[src/rtl/cls_fault_if.sv]
// Handshake bundle between the lockstep compare unit, the fault handler and the core reset fabric.
interface cls_fault_if #(
  parameter int CNT_WIDTH = 8
);
  logic                 enable_i;
  logic [2:0]           mismatch_i;
  logic                 clear_i;
  logic                 core_rst_no;
  logic                 fault_o;
  logic [1:0]           faulty_core_o;
  logic [CNT_WIDTH-1:0] fault_cnt_o;
  logic                 busy_o;
  logic                 failed_o;

  modport master (
    output enable_i, mismatch_i, clear_i,
    input  core_rst_no, fault_o, faulty_core_o, fault_cnt_o, busy_o, failed_o
  );

  modport slave (
    input  enable_i, mismatch_i, clear_i,
    output core_rst_no, fault_o, faulty_core_o, fault_cnt_o, busy_o, failed_o
  );
endinterface

[src/rtl/cls_fault_handler.sv]
// Lockstep recovery controller: filters pairwise mismatches, diagnoses the odd core out,
// pulses a recovery reset, watches a recovery window and escalates to a sticky failure.
module cls_fault_handler #(
  parameter int FILTER_CYCLES  = 2,
  parameter int RST_CYCLES     = 16,
  parameter int RECOVER_CYCLES = 64,
  parameter int MAX_RETRIES    = 3,
  parameter int CNT_WIDTH      = 8
) (
  input  logic        clk_i,
  input  logic        rst_ni,
  cls_fault_if.slave  bus
);

  typedef enum logic [1:0] {IDLE, RESET, RECOVER, FAILED} state_t;

  localparam int TMAX = (RST_CYCLES > RECOVER_CYCLES) ? RST_CYCLES : RECOVER_CYCLES;
  localparam int FW   = $clog2(FILTER_CYCLES) + 1;
  localparam int TW   = $clog2(TMAX) + 1;
  localparam int RW   = $clog2(MAX_RETRIES) + 1;

  localparam logic [FW-1:0] FILT_LAST = FW'(FILTER_CYCLES - 1);
  localparam logic [TW-1:0] RST_LAST  = TW'(RST_CYCLES - 1);
  localparam logic [TW-1:0] REC_LAST  = TW'(RECOVER_CYCLES - 1);
  localparam logic [RW-1:0] RETRY_MAX = RW'(MAX_RETRIES);

  state_t               state_q, state_d;
  logic [FW-1:0]        filt_q, filt_d;
  logic [TW-1:0]        timer_q, timer_d;
  logic [RW-1:0]        retry_q, retry_d;
  logic [CNT_WIDTH-1:0] cnt_q, cnt_d, cnt_base;
  logic [1:0]           diag, core_q;
  logic                 fault_q, core_rst_n_q, busy_q, failed_q;
  logic                 qualify, confirm;

  assign qualify = bus.enable_i && (bus.mismatch_i != 3'b000) &&
                   ((state_q == IDLE) || (state_q == RECOVER));
  assign confirm = qualify && (filt_q == FILT_LAST);

  // The core that disagrees with both others is the one outside the clean pair.
  always_comb begin
    diag = 2'd0;
    case (bus.mismatch_i)
      3'b011:  diag = 2'd1;
      3'b101:  diag = 2'd2;
      3'b110:  diag = 2'd3;
      default: diag = 2'd0;
    endcase
  end

  always_comb begin
    state_d = state_q;
    retry_d = retry_q;
    timer_d = timer_q + TW'(1);
    case (state_q)
      IDLE: begin
        timer_d = '0;
        if (confirm) begin
          state_d = RESET;
          retry_d = RW'(1);
        end
      end
      RESET: begin
        if (timer_q == RST_LAST) state_d = RECOVER;
      end
      RECOVER: begin
        if (confirm) begin
          if (retry_q == RETRY_MAX) begin
            state_d = FAILED;
          end else begin
            retry_d = retry_q + RW'(1);
            state_d = RESET;
          end
        end else if (timer_q == REC_LAST) begin
          state_d = IDLE;
          retry_d = '0;
        end
      end
      FAILED: begin
        timer_d = '0;
        if (bus.clear_i) begin
          state_d = IDLE;
          retry_d = '0;
        end
      end
      default: state_d = IDLE;
    endcase

    // Both the window timer and the filter restart whenever the state changes.
    if (state_d != state_q) timer_d = '0;
    filt_d = (qualify && (state_d == state_q)) ? filt_q + FW'(1) : '0;

    cnt_base = bus.clear_i ? '0 : cnt_q;
    cnt_d    = (confirm && (cnt_base != '1)) ? cnt_base + CNT_WIDTH'(1) : cnt_base;
  end

  // Outputs are derived from the next state so they line up with the state they describe.
  always_ff @(posedge clk_i or negedge rst_ni) begin
    if (!rst_ni) begin
      state_q      <= IDLE;
      filt_q       <= '0;
      timer_q      <= '0;
      retry_q      <= '0;
      cnt_q        <= '0;
      core_q       <= 2'd0;
      fault_q      <= 1'b0;
      core_rst_n_q <= 1'b1;
      busy_q       <= 1'b0;
      failed_q     <= 1'b0;
    end else begin
      state_q      <= state_d;
      filt_q       <= filt_d;
      timer_q      <= timer_d;
      retry_q      <= retry_d;
      cnt_q        <= cnt_d;
      fault_q      <= confirm;
      if (confirm) core_q <= diag;
      core_rst_n_q <= !((state_d == RESET) || (state_d == FAILED));
      busy_q       <= (state_d == RESET) || (state_d == RECOVER);
      failed_q     <= (state_d == FAILED);
    end
  end

  assign bus.core_rst_no   = core_rst_n_q;
  assign bus.fault_o       = fault_q;
  assign bus.faulty_core_o = core_q;
  assign bus.fault_cnt_o   = cnt_q;
  assign bus.busy_o        = busy_q;
  assign bus.failed_o      = failed_q;

endmodule

[src/flat_wrapper.sv]
// flat-port wrapper written by rule: the top's interface ports become plain ports
module cls_fault_handler_flat 
#(
  parameter int FILTER_CYCLES  = 2,
  parameter int RST_CYCLES     = 16,
  parameter int RECOVER_CYCLES = 64,
  parameter int MAX_RETRIES    = 3,
  parameter int CNT_WIDTH      = 8
)
  (clk_i, rst_ni, bus_enable_i, bus_mismatch_i, bus_clear_i, bus_core_rst_no, bus_fault_o, bus_faulty_core_o, bus_fault_cnt_o, bus_busy_o, bus_failed_o);
  cls_fault_if #(.CNT_WIDTH(CNT_WIDTH)) bus_i ();
  input  logic clk_i;
  input  logic rst_ni;
  input wire logic [$bits(bus_i.enable_i)-1:0] bus_enable_i;
  input wire logic [$bits(bus_i.mismatch_i)-1:0] bus_mismatch_i;
  input wire logic [$bits(bus_i.clear_i)-1:0] bus_clear_i;
  output wire logic [$bits(bus_i.core_rst_no)-1:0] bus_core_rst_no;
  output wire logic [$bits(bus_i.fault_o)-1:0] bus_fault_o;
  output wire logic [$bits(bus_i.faulty_core_o)-1:0] bus_faulty_core_o;
  output wire logic [$bits(bus_i.fault_cnt_o)-1:0] bus_fault_cnt_o;
  output wire logic [$bits(bus_i.busy_o)-1:0] bus_busy_o;
  output wire logic [$bits(bus_i.failed_o)-1:0] bus_failed_o;
  assign bus_i.enable_i = bus_enable_i;
  assign bus_i.mismatch_i = bus_mismatch_i;
  assign bus_i.clear_i = bus_clear_i;
  assign bus_core_rst_no = bus_i.core_rst_no;
  assign bus_fault_o = bus_i.fault_o;
  assign bus_faulty_core_o = bus_i.faulty_core_o;
  assign bus_fault_cnt_o = bus_i.fault_cnt_o;
  assign bus_busy_o = bus_i.busy_o;
  assign bus_failed_o = bus_i.failed_o;
  cls_fault_handler #(.FILTER_CYCLES(FILTER_CYCLES), .RST_CYCLES(RST_CYCLES), .RECOVER_CYCLES(RECOVER_CYCLES), .MAX_RETRIES(MAX_RETRIES), .CNT_WIDTH(CNT_WIDTH)) u_core (.clk_i(clk_i), .rst_ni(rst_ni), .bus(bus_i));
endmodule
[config.mk]
export PLATFORM = sky130hd
export DESIGN_NAME = cls_fault_handler_flat
export DESIGN_NICKNAME = d
export VERILOG_FILES = /design/src/rtl/cls_fault_if.sv /design/src/rtl/cls_fault_handler.sv /design/src/flat_wrapper.sv
export SDC_FILE = /design/constraint.sdc
export NUM_CORES = 1
export LEC_CHECK = 0
export ABC_AREA = 0
export BUFFER_PORTS_ARGS = -buffer_cell sky130_fd_sc_hd__buf_2
export CORE_UTILIZATION = 33
export DETAILED_ROUTE_END_ITERATION = 10
export GPL_TIMING_DRIVEN = 0
export PLACE_DENSITY_LB_ADDON = 0.12
export SLEW_MARGIN = 20
export SYNTH_ARGS = -nofsm -noshare
export SYNTH_HDL_FRONTEND = slang
export SYNTH_SLANG_ARGS = --single-unit
[constraint.sdc]
create_clock -name clk_i -period 2.2 [get_ports clk_i]
set_input_delay 0 -clock clk_i [delete_from_list [all_inputs] [get_ports clk_i]]
set_output_delay 0 -clock clk_i [all_outputs]
set_load 0.05 [all_outputs]
==> flow_summary.json, run 1 <==
{
  "outcome": "complete, no violations",
  "vias": 1245,
  "powerDensity_mw_per_mm2": 1112,
  "dp_hpwl_mm": 2.330,
  "skew_ps": 6.661,
  "required_ps": 2370,
  "multi_input_area_um2": 870.8,
  "place.gp.congestion": 0.9157,
  "grt_busiest_layer": "met2",
  "firstDrtPassIters": 6,
  "synth_fp_nets": 169,
  "post-synth-top-area-cell": "dfrtp_1",
  "h-tree-depth": 1,
  "dp.cells": 222,
  "syn-instance-count": 151,
  "post_drt_wl_per_cell_um": 14.78,
  "grt_overflow": 0,
  "cts_made_buffers": 3,
  "min_path_type": "in2reg",
  "crit_path_start_kind": "flop",
  "postLayoutCellArea_mm2": 0.001941,
  "final-setup-viol-count": 0,
  "leakage_nw": 0.8911,
  "final_util": 0.4337,
  "synth.top_cell.area_share": 0.4289,
  "seq_area_frac_synth": 0.4456,
  "cp_max_fo": 5,
  "final.period_utilization": 0.9728,
  "syn_area_mm2": 0.001575,
  "drv_cap": 0,
  "synth_cell_type_count": 42,
  "ys_top_cells_by_area": "dfrtp_1 43%, ha_1 8.7%, xnor2_1 3.9%, nor4_1 3.6%, nand3_1 3.5%",
  "nFillCells": 426,
  "tightestPinTransition_ps": 631.8,
  "slew_headroom": 0.5788,
  "crit_type": "reg2reg",
  "clk_latency_ps": 280,
  "cp.arrival_ps": 2310,
  "use_met1": 0.1944,
  "final_cell_count_no_fill": 235,
  "grt_use_met3": 0.02422,
  "drc_errors": 0,
  "die_w_um": 71.09,
  "fmax_ghz": 0.4673,
  "clk_pin_slew_ps": 100,
  "viasPerCell": 5.298,
  "clk_path_buf_depth": 2,
  "antenna_found_initial": 0,
  "grt_max_degree": 29,
  "die_area_mm2": 0.005054,
  "ir_drop_v": 0.0004834,
  "fp.coreArea_mm2": 0.004474,
  "async_flop_share": 1.000,
  "clockRootBuffer": "clkbuf_8",
  "grt_pass1_vias": 1175,
  "power.total_mw": 2.157,
  "tns_ps": 0,
  "regArea_um2": 703.2,
  "r2r_cells": 7,
  "setup_slack_ps": 59.90,
  "layout.nets": 202,
  "setup.worst_path.end_class": "flop",
  "initialDrtViolationCount": 60,
  "use_met2": 0.2244,
  "wirelength_mm": 3.473,
  "die_height_um": 71.09,
  "fin_hold_ws_ps": 47.79,
  "cts.sinks": 28,
  "cts_tree": "built",
  "syn2layout_area_growth_pct": 23.19,
  "place_area_mm2": 0.001737,
  "synth-seq-cells": 28,
  "insertedDiodeCount": 0,
  "pre_cts_ws_ps": -325.8,
  "synth.avg_cell_area_um2": 10.43,
  "fin_crit_ps": 2140,
  "synth-edff-count": 0,
  "io_pins": 21,
  "slew_viol_final": 0,
  "drive_above_1_share": 0.2842,
  "grt_usage": 0.1407,
  "whs_path_depth": 4,
  "yosys_warnings": 0,
  "ant_nets": 0,
  "ys.flop_type": "dfrtp_1",
  "initial_utilization": 0.3521,
  "grt_pass1_wl_mm": 5.506,
  "port_buffers": 19,
  "timing.final.hold_violations": 0,
  "row_count": 24
}
-- worst max-delay path: stages, from the launching register on --
cell	delay (ps)
dfrtp_2	460
buf_12	140
ha_4	180
o2111ai_4	220
inv_2	80
o21a_4	250
o41a_4	390
mux2_4	310
-- cell usage in the layout (no fill, tap or decap), types with 2 or more instances in the layout --
cell	instances
ha_1	8
dlygate4sd3_1	3
dfrtp_1	26
o21ai_1	2
buf_2	20
ha_2	2
clkbuf_8	3
o211ai_1	2
xor2_1	6
inv_1	5
nand2b_1	2
nor2_1	12
buf_4	6
inv_2	3
nand2_1	14
nor4_1	8
a31oi_1	2
o22ai_1	2
nor3_1	3
xnor2_1	7
nand3_1	11
clkbuf_1	2
nand4_1	2
mux2_4	2
nor2b_1	3
buf_12	2
-- cell type report --
class	count	area share
well taps	52	0.03353
plain buffers	3	0.008382
flip-flops and latches	28	0.3623
inverters	8	0.01547
multi-input cells	110	0.4487
clock buffers	4	0.02321
repair buffers	30	0.1083
-- sequential cells by signal, indices dropped and copies added (netlist names) --
register / flops
u_core.retry_q: 3
u_core.bus.busy_o: 1
u_core.bus.faulty_core_o: 2
u_core.state_q: 2
u_core.bus.fault_cnt_o: 8
u_core.bus.core_rst_no: 1
u_core.timer_q: 7
u_core.bus.fault_o: 1
u_core.bus.failed_o: 1
u_core.filt_q: 2
-- logic make-up (layout without fill, tap and decap cells) --
kind of cell | count (synthesis) | after routing | share of synthesized area
AOI/OAI and AO/OA | 19 | 19 | 0.1239
xor gates and xnor gates | 13 | 13 | 0.07228
adders and majority gates | 11 | 11 | 0.08737
buffers and inverters | 13 | 45 | 0.03257
DFF | 28 | 28 | 0.4456
muxes | 4 | 4 | 0.03257
and+or+nand+nor | 63 | 63 | 0.2057
-- report_power, final --
group / switching (mW) / internal [mW] / leakage [nW] / total, mW
clock: 0.168 / 0.130 / 0.0228 / 0.299
sequential: 0.0630 / 0.622 / 0.374 / 0.684
combinational: 0.691 / 0.484 / 0.495 / 1.17
total: 0.922 / 1.24 / 0.891 / 2.16
-- path summary, 6_finish.rpt --
path,slack [ps],to,startpoint
max in group asynchronous,1480,u_core.state_q[1],rst_ni
max reg2reg,60,u_core.retry_q[2],u_core.state_q[1]
min reg2reg,450,u_core.filt_q[0],u_core.filt_q[0]
min,50,u_core.bus.faulty_core_o[0],bus_mismatch_i[0]
min in group asynchronous,260,u_core.timer_q[5],rst_ni
max,60,u_core.retry_q[2],u_core.state_q[1]
-- cell usage after synthesis (all sizes together), types with 2 or more instances --
master and n:
a31oi 2, nand2b 2, nand2 14, o211ai 2, nor4 9, nor2b 4
nand3 11, xor2 6, o21ai 3, dfrtp 27, o2111ai 2, xnor2 7
mux2 3, buf 3, o22ai 2, clkbuf 2, inv 8, nor3 3
nand4 2, ha 11, nor2 12
-- per-layer routing --
metal / vias up / share of wire
met3: 4 / 0.035
met4: 0 / 0.010
met1: 600 / 0.48
met2: 37 / 0.47
li1: 604 / -
met5: - / 0
-- what timing repair did --
action | 4_1_cts | 5_1_grt
cloned | 0 | 0
pin swaps | 1 | 2
buffers inserted | 1 | 7
gates resized for setup | 4 | 9
hold buffers | 3 | 0
endpoints found under the hold margin | 29 | 0
setup endpoints to repair | 15 | 14
(Power assumes the default switching activity.)
==> inputs of run 2 (changes only) <==
- CORE_UTILIZATION: 33 -> 51
==> run 2 against run 1 <==
  * Routed wire length is 9.4% lower
  * Non-clock buffer count is 5 lower
  * Flip-flop and latch count stayed put
  * Power is 12% lower
  * Critical path type unchanged
  * Largest cell class unchanged
  * Highest routed layer unchanged
==> flow_summary.json, run 2 (synthesis results as in run 1) <==
{
  "outcome": "complete, no violations",
  "grt_pass1_wl_mm": 5.478,
  "antenna_found_initial": 0,
  "clockRootBuffer": "clkbuf_4",
  "ant_nets": 0,
  "insertedDiodeCount": 0,
  "cp.arrival_ps": 2340,
  "dp_hpwl_mm": 2.134,
  "min_path_type": "in2reg",
  "fin_hold_ws_ps": 37.23,
  "largest_reg_flops": 8,
  "io_pins": 21,
  "fp.coreArea_mm2": 0.002829,
  "die_w_um": 57.58,
  "viasPerCell": 6.029,
  "grt_pass1_vias": 1268,
  "die_height_um": 57.58,
  "initialDrtViolationCount": 32,
  "fmax_ghz": 0.4743,
  "final.period_utilization": 0.9584,
  "nFillCells": 234,
  "leakage_nw": 0.8410,
  "grt_overflow": 0,
  "required_ps": 2430,
  "final_common_cell": "dfrtp_1",
  "final_util": 0.6475,
  "layout_common_cells": "26 x dfrtp_1, 21 x buf_2, 14 x nand2_1",
  "powerDensity_mw_per_mm2": 1039,
  "row_count": 19,
  "cts_tree": "built",
  "layout.nets": 197,
  "setup.worst_path.end_class": "flop",
  "wirelength_mm": 3.146,
  "cts_made_buffers": 3,
  "grt_max_degree": 29,
  "grt_usage": 0.2116,
  "place.gp.congestion": 0.9073,
  "h-tree-depth": 1,
  "crit_path_start_kind": "flop",
  "rr_startpoint": "u_core.state_q[1]",
  "drive_above_1_share": 0.2640,
  "cp_max_fo": 7,
  "timing.final.hold_violations": 0,
  "drv_cap": 0,
  "reg2reg_slack_ps": 90,
  "fin_crit_ps": 2109,
  "ir_drop_v": 0.0005814,
  "crit_type": "reg2reg",
  "post_drt_wl_per_cell_um": 15.05,
  "tightestPinTransition_ps": 630.2,
  "cts.sinks": 28,
  "firstDrtPassIters": 4,
  "syn2layout_area_growth_pct": 16.28,
  "clk_path_buf_depth": 2,
  "r2r_cells": 7,
  "cp-startpoint": "u_core.state_q[1]",
  "initial_utilization": 0.5568,
  "r2r_end": "u_core.retry_q[0]",
  "final-setup-viol-count": 0,
  "die_area_mm2": 0.003315,
  "endpoint": "u_core.retry_q[0]",
  "skew_ps": 16.08,
  "slew_viol_final": 0,
  "slew_headroom": 0.5798,
  "drc_errors": 0,
  "vias": 1260,
  "clk_latency_ps": 340,
  "clk_pin_slew_ps": 160,
  "port_buffers": 19
}
run 2: changes by cell type in the layout (fill, tap and decap cells not counted), sizes merged:
| cell | previous run | this run |
|---|---|---|
| dlygate4sd3 | 3 | 5 |
| clkbuf | 6 | 5 |
| buf | 28 | 22 |
run 2: power breakdown:
group | switching, mW | internal, mW | total [mW]
Sequential | 0.0737 | 0.621 | 0.695
Clock | 0.156 | 0.0714 | 0.227
Combinational | 0.629 | 0.351 | 0.981
run 2: worst max-delay path, stage by stage, from the launching register on:
cell and delay (ps):
dfrtp_2 500, inv_4 80, ha_2 200, o2111ai_2 190, inv_2 80, o21a_4 250, o41a_4 390, mux2_4 310
run 2: area by class of cell:
class	instances	area [um2]	share of cell area
Sequential cell	28	703.2	0.3839
Timing Repair Buffer	25	152.6	0.08333
Multi-Input combinational cell	110	864.6	0.4720
Clock buffer	4	26.28	0.01434
Buffer	3	13.76	0.007514
Tap cell	31	38.79	0.02117
Inverter	8	32.53	0.01776
run 2: stage by stage:
| stage | instances | TNS, ps | setup slack [ps] | power, mW | cell area, um2 |
|---|---|---|---|---|---|
| 4_1_cts | 210 | 0 | 27.83 | 1.868 | 1805 |
| 3_5_place_dp | 201 | -2795 | -292.7 | 1.600 | 1710 |
| 2_1_floorplan | 151 | 0 | 10.73 | 1.399 | 1577 |
| 3_3_place_gp | 201 | -2355 | -234.2 | 1.565 | 1710 |
| 5_1_grt | 209 | -0.9786 | -0.9786 | 2.029 | 1832 |
| 6_report | 209 | 0 | 91.49 | 1.902 | 1832 |
run 2: worst min path at each step:
stage | from | end | slack (ps) | cells after the start
after global routing | bus_clear_i | u_core.bus.fault_cnt_o[4] | 70 | 2
after CTS | bus_clear_i | u_core.bus.fault_cnt_o[5] | 20 | 2
final | bus_clear_i | u_core.bus.fault_cnt_o[5] | 40 | 2
after floorplan | rst_ni | u_core.bus.busy_o | -300 | 0
after detailed placement | rst_ni | u_core.bus.busy_o | 50 | 1
after global placement | rst_ni | u_core.bus.failed_o | 40 | 1
run 2: per-layer routing:
layer	part of all wire	wire, um	GRT usage	vias up
met2	0.50	1559	0.3538	30
li1	-	-	-	593
met4	0.0086	27	0.07666	0
met5	0	0	0	-
met3	0.027	85	0.02041	4
met1	0.47	1473	0.2859	633
run 2: repair_timing:
item / in CTS / in global routing
hold endpoints to repair: 31 / 0
pin swaps: 1 / 0
gates resized for setup: 4 / 10
setup buffers: 1 / 0
hold buffers: 5 / 0
setup endpoints to repair: 13 / 16
==> inputs of run 3 (changes only) <==
- CORE_UTILIZATION: 51 -> 56
- clock period: 2.2 -> 2.35 ns (I/O delays scaled with it)
==> run 3 against run 2 <==
  * Clock power down 8.8%
  * Worst setup slack better by 20 ps
  * Global-route usage up 2.0 points
  * Sequential share of layout area about the same
  * Cell count up 0.48%
  * Worst hold slack worse by 14 ps
  * Routed wire length up 2.5%
  * Count of clock-buffer cells in the layout unchanged
  * Highest routed layer unchanged
==> flow_summary.json, run 3 (synthesis results as in run 1) <==
{
  "row_count": 18,
  "ir_drop_v": 0.0007384,
  "pre_cts_ws_ps": -269.2,
  "final.period_utilization": 0.9525,
  "power.total_mw": 1.791,
  "setup.worst_path.end_class": "flop",
  "post_drt_wl_per_cell_um": 15.35,
  "cts.sinks": 28,
  "die_height_um": 55.04,
  "cp_max_fo": 10,
  "cts_made_buffers": 3,
  "leakage_nw": 0.8543,
  "layout_common_cells": "25 x dfrtp_1, 20 x buf_2, 14 x nand2_1",
  "drv_cap": 0,
  "fin_crit_ps": 2238,
  "grt_overflow": 0,
  "syn2layout_area_growth_pct": 16.60,
  "slew_headroom": 0.5982,
  "place.gp.congestion": 0.8786,
  "dp_hpwl_mm": 2.206,
  "clk_path_buf_depth": 2,
  "clk_pin_slew_ps": 150,
  "grt_pass1_vias": 1163,
  "cp.arrival_ps": 2470,
  "largest_reg_flops": 8,
  "powerDensity_mw_per_mm2": 975.3,
  "crit_path_start_kind": "flop",
  "timing.final.hold_violations": 0,
  "final-setup-viol-count": 0,
  "fp.coreArea_mm2": 0.002567,
  "io_pins": 21,
  "slew_viol_final": 0,
  "drive_above_1_share": 0.2444,
  "tightestPinTransition_ps": 602.8,
  "h-tree-depth": 1,
  "die_area_mm2": 0.003029,
  "skew_ps": 8.474,
  "ant_nets": 0,
  "layout.nets": 199,
  "grt_pass1_wl_mm": 5.002,
  "outcome": "complete, no violations",
  "min_path_type": "in2reg",
  "drc_errors": 0,
  "die_w_um": 55.04,
  "cts_tree": "built",
  "initial_utilization": 0.6135,
  "wirelength_mm": 3.224,
  "viasPerCell": 5.848,
  "firstDrtPassIters": 4,
  "crit_type": "reg2reg",
  "required_ps": 2590,
  "port_buffers": 19,
  "vias": 1228,
  "initialDrtViolationCount": 22,
  "fmax_ghz": 0.4468,
  "grt_usage": 0.2317,
  "insertedDiodeCount": 0,
  "final_common_cell": "dfrtp_1",
  "antenna_found_initial": 0,
  "grt_max_degree": 29,
  "clk_latency_ps": 330,
  "clockRootBuffer": "clkbuf_4",
  "setup_slack_ps": 111.7,
  "tns_ps": 0
}
[run 3: power by group]
group	total (mW)	switching, mW	internal [mW]
Clock	0.207	0.140	0.0665
Sequential	0.649	0.0670	0.582
Combinational	0.935	0.599	0.336
[run 3: worst paths after layout]
kind                                   start                          end  slack, ps  cells past startpoint
max                        u_core.state_q[0]            u_core.retry_q[2]        110                      7
min                        bus_mismatch_i[0]  u_core.bus.faulty_core_o[1]         20                      4
max reg2reg                u_core.state_q[0]            u_core.retry_q[2]        110                      7
min reg2reg                 u_core.filt_q[0]             u_core.filt_q[0]        450                      1
max in group asynchronous             rst_ni            u_core.state_q[1]       1720                      2
min in group asynchronous             rst_ni            u_core.retry_q[2]        200                      2
[run 3: stage by stage]
stage	hold WS (ps)	std cells	instance area, um2	util
6_report	23.53	210	1837	0.7154
3_5_place_dp	39.03	200	1708	0.6652
4_1_cts	24.58	208	1793	0.6983
5_1_grt	35.99	210	1837	0.7154
2_1_floorplan	-295.6	151	1575	-
3_3_place_gp	36.03	200	1708	0.6652
[run 3: layer usage]
metal | share of wire | track usage | up-vias
met1 | 0.49 | 0.3074 | 598
met2 | 0.47 | 0.3835 | 26
met3 | 0.022 | 0.03552 | 8
li1 | - | - | 596
met4 | 0.019 | 0.07500 | 0
met5 | 0 | 0 | -
[run 3: timing repair]
action | 4_1_cts | 5_1_grt
endpoints found under the setup margin | 16 | 13
gates resized for setup | 2 | 8
hold buffers | 5 | 0
buffers inserted | 0 | 3
pin swaps | 1 | 1
endpoints found under the hold margin | 31 | 0
[run 3: final cells by class]
class,count,area (um2)
Multi-Input combinational cell,110,850.8
Inverter,8,33.78
Sequential cell,28,704.4
Timing Repair Buffer,27,167.7
Clock buffer,4,26.28
Tap cell,30,37.54
Buffer,3,16.27
Fill cell,211,730.7
[run 3: worst max-delay path, cell delays in order (launching register included)]
cell	delay (ps)
dfrtp_2	460
clkinvlp_4	180
ha_4	240
o2111ai_2	230
inv_2	80
o21a_4	260
o41a_4	390
mux2_4	300
